<file path="src/rtl/brq_pkg.sv">
// Shared types for the register-file writeback path: request struct,
// requester index and the legal-destination check.
package brq_pkg;

    localparam int unsigned AddrWidth    = 5;
    localparam int unsigned NumRegsMax   = 32;
    localparam int unsigned MaxDataWidth = 64;

    typedef enum logic {
        WB_MAIN = 1'b0,
        WB_LONG = 1'b1
    } wb_idx_e;

    typedef struct packed {
        logic                    valid;
        logic [AddrWidth-1:0]    waddr;
        logic [MaxDataWidth-1:0] wdata;
    } wb_req_t;

    // x0 is hardwired; under RV32E only x0..x15 exist.
    function automatic logic reg_legal(input logic [AddrWidth-1:0] addr, input logic rv32e);
        return (addr != '0) && !(rv32e && addr[AddrWidth-1]);
    endfunction

endpackage

</file>
<file path="src/rtl/brq_rf_wb_arbiter_if.sv">
// Writeback arbiter bus: issue tracking, two writeback requesters,
// register-file write port and hazard lookups.
interface brq_rf_wb_arbiter_if #(
    parameter int unsigned DataWidth = 32
);
    logic                 issue_valid_i;
    logic [4:0]           issue_waddr_i;
    logic                 req0_valid_i;
    logic                 req0_ready_o;
    logic [4:0]           req0_waddr_i;
    logic [DataWidth-1:0] req0_wdata_i;
    logic                 req1_valid_i;
    logic                 req1_ready_o;
    logic [4:0]           req1_waddr_i;
    logic [DataWidth-1:0] req1_wdata_i;
    logic                 rf_we_o;
    logic [4:0]           rf_waddr_o;
    logic [DataWidth-1:0] rf_wdata_o;
    logic [4:0]           raddr_a_i;
    logic [4:0]           raddr_b_i;
    logic                 hazard_a_o;
    logic                 hazard_b_o;
    logic                 busy_o;

    modport master (
        output issue_valid_i, issue_waddr_i,
        output req0_valid_i, req0_waddr_i, req0_wdata_i,
        output req1_valid_i, req1_waddr_i, req1_wdata_i,
        output raddr_a_i, raddr_b_i,
        input  req0_ready_o, req1_ready_o,
        input  rf_we_o, rf_waddr_o, rf_wdata_o,
        input  hazard_a_o, hazard_b_o, busy_o
    );

    modport slave (
        input  issue_valid_i, issue_waddr_i,
        input  req0_valid_i, req0_waddr_i, req0_wdata_i,
        input  req1_valid_i, req1_waddr_i, req1_wdata_i,
        input  raddr_a_i, raddr_b_i,
        output req0_ready_o, req1_ready_o,
        output rf_we_o, rf_waddr_o, rf_wdata_o,
        output hazard_a_o, hazard_b_o, busy_o
    );
endinterface

</file>
<file path="src/rtl/brq_rf_scoreboard.sv">
// Per-register pending-write scoreboard: set on issue, clear on commit,
// two combinational lookups and an any-pending flag.
module brq_rf_scoreboard
    import brq_pkg::*;
#(
    parameter bit RV32E = 1'b0
) (
    input  logic                 clk_i,
    input  logic                 rst_ni,
    input  logic                 set_valid_i,
    input  logic [AddrWidth-1:0] set_addr_i,
    input  logic                 clr_valid_i,
    input  logic [AddrWidth-1:0] clr_addr_i,
    input  logic [AddrWidth-1:0] lookup_a_addr_i,
    input  logic [AddrWidth-1:0] lookup_b_addr_i,
    output logic                 lookup_a_o,
    output logic                 lookup_b_o,
    output logic                 busy_o
);

    logic [NumRegsMax-1:0] pending_q, pending_d;
    logic [NumRegsMax-1:0] set_mask, clr_mask;

    // Set is applied after clear so a same-cycle re-issue keeps the bit.
    always_comb begin
        set_mask = '0;
        clr_mask = '0;
        if (set_valid_i && reg_legal(set_addr_i, RV32E)) set_mask[set_addr_i] = 1'b1;
        if (clr_valid_i && reg_legal(clr_addr_i, RV32E)) clr_mask[clr_addr_i] = 1'b1;
        pending_d = (pending_q & ~clr_mask) | set_mask;
    end

    always_ff @(posedge clk_i or negedge rst_ni) begin
        if (!rst_ni) pending_q <= '0;
        else         pending_q <= pending_d;
    end

    assign lookup_a_o = reg_legal(lookup_a_addr_i, RV32E) && pending_q[lookup_a_addr_i];
    assign lookup_b_o = reg_legal(lookup_b_addr_i, RV32E) && pending_q[lookup_b_addr_i];
    assign busy_o     = |pending_q;

endmodule

</file>
<file path="src/rtl/brq_rf_wb_arbiter.sv">
// Round-robin arbiter between main-pipeline and long-latency writeback,
// registered register-file write port and pending-write scoreboard.
module brq_rf_wb_arbiter
    import brq_pkg::*;
#(
    parameter bit          RV32E     = 1'b0,
    parameter int unsigned DataWidth = 32
) (
    input logic                 clk_i,
    input logic                 rst_ni,
    brq_rf_wb_arbiter_if.slave  bus
);

    wb_req_t [1:0]        req;
    wb_idx_e              last_q, last_d;
    wb_idx_e              sel;
    logic                 gnt_main, gnt_long, xfer, xfer_legal;
    logic                 rf_we_q, rf_we_d;
    logic [AddrWidth-1:0] rf_waddr_q, rf_waddr_d;
    logic [DataWidth-1:0] rf_wdata_q, rf_wdata_d;
    logic                 unused_wdata;

    always_comb begin
        req                            = '0;
        req[WB_MAIN].valid             = bus.req0_valid_i;
        req[WB_MAIN].waddr             = bus.req0_waddr_i;
        req[WB_MAIN].wdata[DataWidth-1:0] = bus.req0_wdata_i;
        req[WB_LONG].valid             = bus.req1_valid_i;
        req[WB_LONG].waddr             = bus.req1_waddr_i;
        req[WB_LONG].wdata[DataWidth-1:0] = bus.req1_wdata_i;
    end

    assign unused_wdata = ^{req[WB_MAIN].wdata, req[WB_LONG].wdata};

    // Under contention the requester not granted last time wins.
    assign gnt_main   = req[WB_MAIN].valid && (!req[WB_LONG].valid || last_q == WB_LONG);
    assign gnt_long   = req[WB_LONG].valid && !gnt_main;
    assign sel        = gnt_long ? WB_LONG : WB_MAIN;
    assign xfer       = gnt_main || gnt_long;
    assign xfer_legal = xfer && reg_legal(req[sel].waddr, RV32E);

    assign bus.req0_ready_o = gnt_main;
    assign bus.req1_ready_o = gnt_long;

    // Writes to x0 or nonexistent RV32E registers are consumed silently
    // and leave the write-port address/data untouched.
    always_comb begin
        last_d     = xfer ? sel : last_q;
        rf_we_d    = xfer_legal;
        rf_waddr_d = rf_waddr_q;
        rf_wdata_d = rf_wdata_q;
        if (xfer_legal) begin
            rf_waddr_d = req[sel].waddr;
            rf_wdata_d = req[sel].wdata[DataWidth-1:0];
        end
    end

    always_ff @(posedge clk_i or negedge rst_ni) begin
        if (!rst_ni) begin
            last_q     <= WB_LONG;
            rf_we_q    <= 1'b0;
            rf_waddr_q <= '0;
            rf_wdata_q <= '0;
        end else begin
            last_q     <= last_d;
            rf_we_q    <= rf_we_d;
            rf_waddr_q <= rf_waddr_d;
            rf_wdata_q <= rf_wdata_d;
        end
    end

    assign bus.rf_we_o    = rf_we_q;
    assign bus.rf_waddr_o = rf_waddr_q;
    assign bus.rf_wdata_o = rf_wdata_q;

    // Clearing on the committing edge keeps the hazard up through the
    // rf_we_o cycle, so readers only proceed once the RF holds the value.
    brq_rf_scoreboard #(
        .RV32E (RV32E)
    ) u_scoreboard (
        .clk_i           (clk_i),
        .rst_ni          (rst_ni),
        .set_valid_i     (bus.issue_valid_i),
        .set_addr_i      (bus.issue_waddr_i),
        .clr_valid_i     (rf_we_q),
        .clr_addr_i      (rf_waddr_q),
        .lookup_a_addr_i (bus.raddr_a_i),
        .lookup_b_addr_i (bus.raddr_b_i),
        .lookup_a_o      (bus.hazard_a_o),
        .lookup_b_o      (bus.hazard_b_o),
        .busy_o          (bus.busy_o)
    );

endmodule

</file>
<file path="src/flat_wrapper.sv">
// flat-port wrapper written by rule: the top's interface ports become plain ports
module brq_rf_wb_arbiter_flat import brq_pkg::*;
#(
    parameter bit          RV32E     = 1'b0,
    parameter int unsigned DataWidth = 32
)
  (clk_i, rst_ni, bus_issue_valid_i, bus_issue_waddr_i, bus_req0_valid_i, bus_req0_waddr_i, bus_req0_wdata_i, bus_req1_valid_i, bus_req1_waddr_i, bus_req1_wdata_i, bus_raddr_a_i, bus_raddr_b_i, bus_req0_ready_o, bus_req1_ready_o, bus_rf_we_o, bus_rf_waddr_o, bus_rf_wdata_o, bus_hazard_a_o, bus_hazard_b_o, bus_busy_o);
  brq_rf_wb_arbiter_if #(.DataWidth(DataWidth)) bus_i ();
  input logic clk_i;
  input logic rst_ni;
  input wire logic [$bits(bus_i.issue_valid_i)-1:0] bus_issue_valid_i;
  input wire logic [$bits(bus_i.issue_waddr_i)-1:0] bus_issue_waddr_i;
  input wire logic [$bits(bus_i.req0_valid_i)-1:0] bus_req0_valid_i;
  input wire logic [$bits(bus_i.req0_waddr_i)-1:0] bus_req0_waddr_i;
  input wire logic [$bits(bus_i.req0_wdata_i)-1:0] bus_req0_wdata_i;
  input wire logic [$bits(bus_i.req1_valid_i)-1:0] bus_req1_valid_i;
  input wire logic [$bits(bus_i.req1_waddr_i)-1:0] bus_req1_waddr_i;
  input wire logic [$bits(bus_i.req1_wdata_i)-1:0] bus_req1_wdata_i;
  input wire logic [$bits(bus_i.raddr_a_i)-1:0] bus_raddr_a_i;
  input wire logic [$bits(bus_i.raddr_b_i)-1:0] bus_raddr_b_i;
  output wire logic [$bits(bus_i.req0_ready_o)-1:0] bus_req0_ready_o;
  output wire logic [$bits(bus_i.req1_ready_o)-1:0] bus_req1_ready_o;
  output wire logic [$bits(bus_i.rf_we_o)-1:0] bus_rf_we_o;
  output wire logic [$bits(bus_i.rf_waddr_o)-1:0] bus_rf_waddr_o;
  output wire logic [$bits(bus_i.rf_wdata_o)-1:0] bus_rf_wdata_o;
  output wire logic [$bits(bus_i.hazard_a_o)-1:0] bus_hazard_a_o;
  output wire logic [$bits(bus_i.hazard_b_o)-1:0] bus_hazard_b_o;
  output wire logic [$bits(bus_i.busy_o)-1:0] bus_busy_o;
  assign bus_i.issue_valid_i = bus_issue_valid_i;
  assign bus_i.issue_waddr_i = bus_issue_waddr_i;
  assign bus_i.req0_valid_i = bus_req0_valid_i;
  assign bus_i.req0_waddr_i = bus_req0_waddr_i;
  assign bus_i.req0_wdata_i = bus_req0_wdata_i;
  assign bus_i.req1_valid_i = bus_req1_valid_i;
  assign bus_i.req1_waddr_i = bus_req1_waddr_i;
  assign bus_i.req1_wdata_i = bus_req1_wdata_i;
  assign bus_i.raddr_a_i = bus_raddr_a_i;
  assign bus_i.raddr_b_i = bus_raddr_b_i;
  assign bus_req0_ready_o = bus_i.req0_ready_o;
  assign bus_req1_ready_o = bus_i.req1_ready_o;
  assign bus_rf_we_o = bus_i.rf_we_o;
  assign bus_rf_waddr_o = bus_i.rf_waddr_o;
  assign bus_rf_wdata_o = bus_i.rf_wdata_o;
  assign bus_hazard_a_o = bus_i.hazard_a_o;
  assign bus_hazard_b_o = bus_i.hazard_b_o;
  assign bus_busy_o = bus_i.busy_o;
  brq_rf_wb_arbiter #(.RV32E(RV32E), .DataWidth(DataWidth)) u_core (.clk_i(clk_i), .rst_ni(rst_ni), .bus(bus_i));
endmodule
</file>
<file path="config.mk">
export PLATFORM = sky130hd
export DESIGN_NAME = brq_rf_wb_arbiter_flat
export DESIGN_NICKNAME = d
export VERILOG_FILES = /design/src/rtl/brq_pkg.sv /design/src/rtl/brq_rf_wb_arbiter_if.sv /design/src/rtl/brq_rf_scoreboard.sv /design/src/rtl/brq_rf_wb_arbiter.sv /design/src/flat_wrapper.sv
export SDC_FILE = /design/constraint.sdc
export NUM_CORES = 1
export LEC_CHECK = 0
export BUFFER_PORTS_ARGS = -buffer_cell sky130_fd_sc_hd__buf_4
export CORE_ASPECT_RATIO = 1.25
export CORE_UTILIZATION = 35
export DETAILED_ROUTE_END_ITERATION = 10
export HOLD_SLACK_MARGIN = 0.02
export PLACE_DENSITY_LB_ADDON = 0.2
export SKIP_CTS_REPAIR_TIMING = 1
export SYNTH_ARGS = -nofsm -noshare
export SYNTH_HDL_FRONTEND = slang
export SYNTH_SLANG_ARGS = --single-unit
</file>
<file path="constraint.sdc">
create_clock -name clk_i -period 4.9 [get_ports clk_i]
set_clock_uncertainty 0.2 [all_clocks]
set_input_delay 0.49 -clock clk_i [delete_from_list [all_inputs] [get_ports clk_i]]
set_output_delay 0.49 -clock clk_i [all_outputs]
set_load 0.03 [all_outputs]
</file>
==> run_summary.xml <==
<?xml version="1.0" encoding="UTF-8"?>
<metrics>
  <group name="outcome">
    <metric name="outcome" unit="">complete, no violations</metric>
  </group>
  <group name="global_routing">
    <metric name="grt_max_degree" unit="">72</metric>
    <metric name="antenna_violations_before_repair" unit="">0</metric>
    <metric name="gr-total-overflow" unit="">0</metric>
    <metric name="globalRouteTotalUtil" unit="">0.185</metric>
    <metric name="grt_pass1_wl" unit="um">16000</metric>
    <metric name="first_global_vias" unit="">3243</metric>
  </group>
  <group name="synthesis">
    <metric name="synth_seq_cells" unit="">71</metric>
    <metric name="synth-edff-count" unit="">0</metric>
    <metric name="netlist_top_cells_area" unit="">dfrtp_1 (45%), mux2_2 (20%), mux4_2 (8.2%), o21ai_0 (8.0%), nand3b_1 (1.8%)</metric>
    <metric name="async_reset_ff_frac" unit="">1.00</metric>
    <metric name="post-synth-top-area-fraction" unit="">0.454</metric>
    <metric name="netlist-cell-type-count" unit="">38</metric>
    <metric name="syn-instance-count" unit="">318</metric>
    <metric name="postSynthAreaPerCell" unit="um2">12.1</metric>
    <metric name="ys.flop_type" unit="">dfrtp_1</metric>
    <metric name="netlist_area" unit="um2">3850</metric>
    <metric name="synth_largest_area_cell" unit="">dfrtp_1</metric>
    <metric name="synth_seq_area_share" unit="">0.461</metric>
    <metric name="yosysWarnings" unit="">0</metric>
    <metric name="number_of_nets_produced_by_synthesis" unit="">412</metric>
  </group>
  <group name="cts">
    <metric name="ctsHtreeMaxLevel" unit="">3</metric>
    <metric name="tritoncts.num_buffers" unit="">9</metric>
    <metric name="clock-root-buffer" unit="">clkbuf_16</metric>
    <metric name="ctsLongestPathBuffers" unit="">2</metric>
    <metric name="cts_num_sinks" unit="">71</metric>
    <metric name="cts_tree" unit="">done</metric>
    <metric name="clk-insertion-delay-late" unit="ns">0.33</metric>
    <metric name="clk_pin_slew_worst_paths" unit="ns">0.06</metric>
  </group>
  <group name="routing">
    <metric name="detail_route.iter0.violations" unit="">196</metric>
    <metric name="drt-wirelength-per-cell" unit="um">17.0</metric>
    <metric name="number_of_vias_per_cell" unit="">5.44</metric>
    <metric name="postRouteWirelength" unit="um">10100</metric>
    <metric name="detailedRoute.firstPassIterationCount" unit="">4</metric>
    <metric name="route.vias.total" unit="">3223</metric>
    <metric name="route.antenna.remaining_nets" unit="">0</metric>
    <metric name="drcViolationCount" unit="">0</metric>
  </group>
  <group name="critical_path">
    <metric name="setup.reg_to_reg.worst_slack" unit="ns">2.50</metric>
    <metric name="reg2regPathDepth" unit="">5</metric>
    <metric name="worst-setup-path-type" unit="">reg2out</metric>
    <metric name="worstPathRequired" unit="ns">4.21</metric>
    <metric name="cp-start-kind" unit="">register</metric>
    <metric name="regToRegStartpoint" unit="">u_core.last_q</metric>
    <metric name="critical_path_arrival" unit="ns">2.07</metric>
    <metric name="timing.critical_path.fanout_max" unit="">4</metric>
    <metric name="sort_of_element_at_the_end_of_the_critical_path" unit="">output pin</metric>
    <metric name="timing.rr.end" unit="">u_core.bus.rf_wdata_o[7]</metric>
  </group>
  <group name="die">
    <metric name="initial_core_util" unit="">0.361</metric>
    <metric name="fp.dieW" unit="um">95.9</metric>
    <metric name="die_area" unit="um2">11400</metric>
    <metric name="row_count" unit="">42</metric>
    <metric name="io_pins" unit="">137</metric>
    <metric name="placeableCoreArea" unit="um2">10700</metric>
    <metric name="dieHeight" unit="um">119</metric>
  </group>
  <group name="pwr">
    <metric name="power.density" unit="nW/um2">433</metric>
    <metric name="total_switching_power" unit="mW">0.728</metric>
    <metric name="p_int" unit="mW">1.57</metric>
    <metric name="power.static_leakage" unit="nW">2.25</metric>
    <metric name="swShare" unit="">0.316</metric>
    <metric name="total_power" unit="mW">2.30</metric>
    <metric name="pwr-share-clk" unit="">0.307</metric>
    <metric name="power.sequential.fraction" unit="">0.405</metric>
    <metric name="comb_power_share" unit="">0.288</metric>
    <metric name="worst_ir_drop_vdd" unit="mV">0.195</metric>
  </group>
  <group name="sta">
    <metric name="clock.fmax" unit="MHz">363</metric>
    <metric name="timing.setup.tns" unit="ns">0</metric>
    <metric name="final_max_slew_viol_count" unit="">0</metric>
    <metric name="finalCritPeriodShare" unit="">0.563</metric>
    <metric name="finalHoldViolCount" unit="">0</metric>
    <metric name="slew-limit-headroom" unit="">0.410</metric>
    <metric name="worst-slew-pin-transition" unit="ns">0.886</metric>
    <metric name="setup_viol" unit="">0</metric>
    <metric name="unrepaired_setup_endpoints_after_global_routing" unit="">false</metric>
    <metric name="period_needed" unit="ns">2.76</metric>
  </group>
  <group name="finish">
    <metric name="layout-drive-gt1-share" unit="">0.526</metric>
    <metric name="antenna_cells_inserted" unit="">0</metric>
    <metric name="finish.net_count" unit="">549</metric>
    <metric name="area_growth" unit="%">37.8</metric>
  </group>
  <group name="placed_design">
    <metric name="finalWeightedCongestion" unit="">0.770</metric>
    <metric name="portBuffers" unit="">136</metric>
    <metric name="dp_hpwl" unit="um">7520</metric>
  </group>
  <group name="run">
    <metric name="max-cap-violations" unit="">0</metric>
  </group>
  <group name="min_path">
    <metric name="holdCritPathClass" unit="">in2async</metric>
  </group>
</metrics>
-- synthesized netlist by cell type, drive strengths merged, types with 2 or more instances --
cell	n
a21boi	2
a311oi	2
buf	4
clkbuf	8
dfrtp	70
inv	4
mux2	74
mux2i	5
mux4	14
nand2	11
nand2b	3
nand3	7
nand3b	9
nand4	3
nor2	8
nor2b	3
nor3	4
nor4	9
o211ai	2
o21ai	62
or2	2
or3b	2
-- sequential cells by signal, summed over array words and instances, names as in the netlist --
register	count
u_core.bus.rf_wdata_o	32
u_core.u_scoreboard.pending_q	32
u_core.bus.rf_waddr_o	5
u_core.bus.rf_we_o	1
u_core.last_q	1
-- worst max-delay path, stage by stage, from the launching register on --
cell and delay, ns:
dfrtp_1 0.43, mux4_2 0.47, or3b_2 0.48, o211ai_1 0.10
a311oi_1 0.08, buf_4 0.18
-- worst max-delay path by stage --
stage / start / endpoint / slack (ns) / depth (start not counted)
CTS: u_core.u_scoreboard.pending_q[31] / bus_hazard_a_o / 2.14 / 5
detailed placement: bus_req0_valid_i / u_core.bus.rf_wdata_o[7] / 2.21 / 6
global route: u_core.u_scoreboard.pending_q[31] / bus_hazard_a_o / 2.09 / 5
global placement: bus_raddr_a_i[0] / bus_hazard_a_o / 2.23 / 6
finish: u_core.u_scoreboard.pending_q[31] / bus_hazard_a_o / 2.14 / 5
floorplan: bus_raddr_a_i[2] / bus_hazard_a_o / 2.15 / 5
-- power by group through the flow --
| stage | clock network, mW | registers, mW | logic (mW) |
|---|---|---|---|
| 2_1_floorplan | 0 | 0.954 | 0.363 |
| 3_5_place_dp | 0 | 0.935 | 0.668 |
| 6_report | 0.706 | 0.933 | 0.663 |
| 3_3_place_gp | 0 | 0.931 | 0.659 |
| 4_1_cts | 0.717 | 0.927 | 0.670 |
| 5_1_grt | 0.741 | 0.955 | 0.725 |
-- through the flow --
step	utilization	setup WS, ns	hold WS, ns	instances	instance area [um2]
5_1_grt	0.498	2.09	0.139	592	5310
3_5_place_dp	0.468	2.21	0.189	576	4990
6_report	0.498	2.14	0.0694	592	5310
4_1_cts	0.498	2.14	0.120	592	5310
3_3_place_gp	0.468	2.23	0.199	576	4990
2_1_floorplan	-	2.15	-0.00559	318	3850
-- cell families after synthesis --
family / after synthesis / share of synthesized area
mux: 93 / 0.311
compound gates: 73 / 0.109
flops: 71 / 0.461
simple gates: 65 / 0.0970
buf+inv: 16 / 0.0217
-- area by class of cell --
class / count / area [um2]
Clock buffer: 13 / 260
Clock inverter: 3 / 65.1
Fill cell: 959 / 5360
Inverter: 4 / 15.0
Multi-Input combinational cell: 231 / 1990
Sequential cell: 71 / 1780
Tap cell: 132 / 165
Timing Repair Buffer: 138 / 1040
-- metal layers --
metal | GRT usage | up-vias | part of all wire
met3 | 0.0613 | 13 | 0.084
met5 | 0 | - | 0
met1 | 0.230 | 1577 | 0.42
li1 | - | 1492 | -
met4 | 0.0644 | 0 | 0.017
met2 | 0.298 | 141 | 0.48
-- placed cells by master (no fill, tap or decap), types with 3 or more instances in the layout --
master,Yosys,routed
nand4_1,3,3
nor2b_1,3,3
nand2b_1,3,3
nand3_1,7,7
o21ai_0,62,62
buf_4,0,138
nand2_1,11,11
mux2_1,5,5
nor4_1,9,9
dfrtp_1,70,70
nor3_1,3,3
inv_1,4,4
mux2i_1,5,5
nand3b_1,9,9
mux4_2,14,14
nor2_1,8,8
mux2_2,69,69
clkbuf_16,0,9
Note: power is estimated with default switching activity, not from simulation.
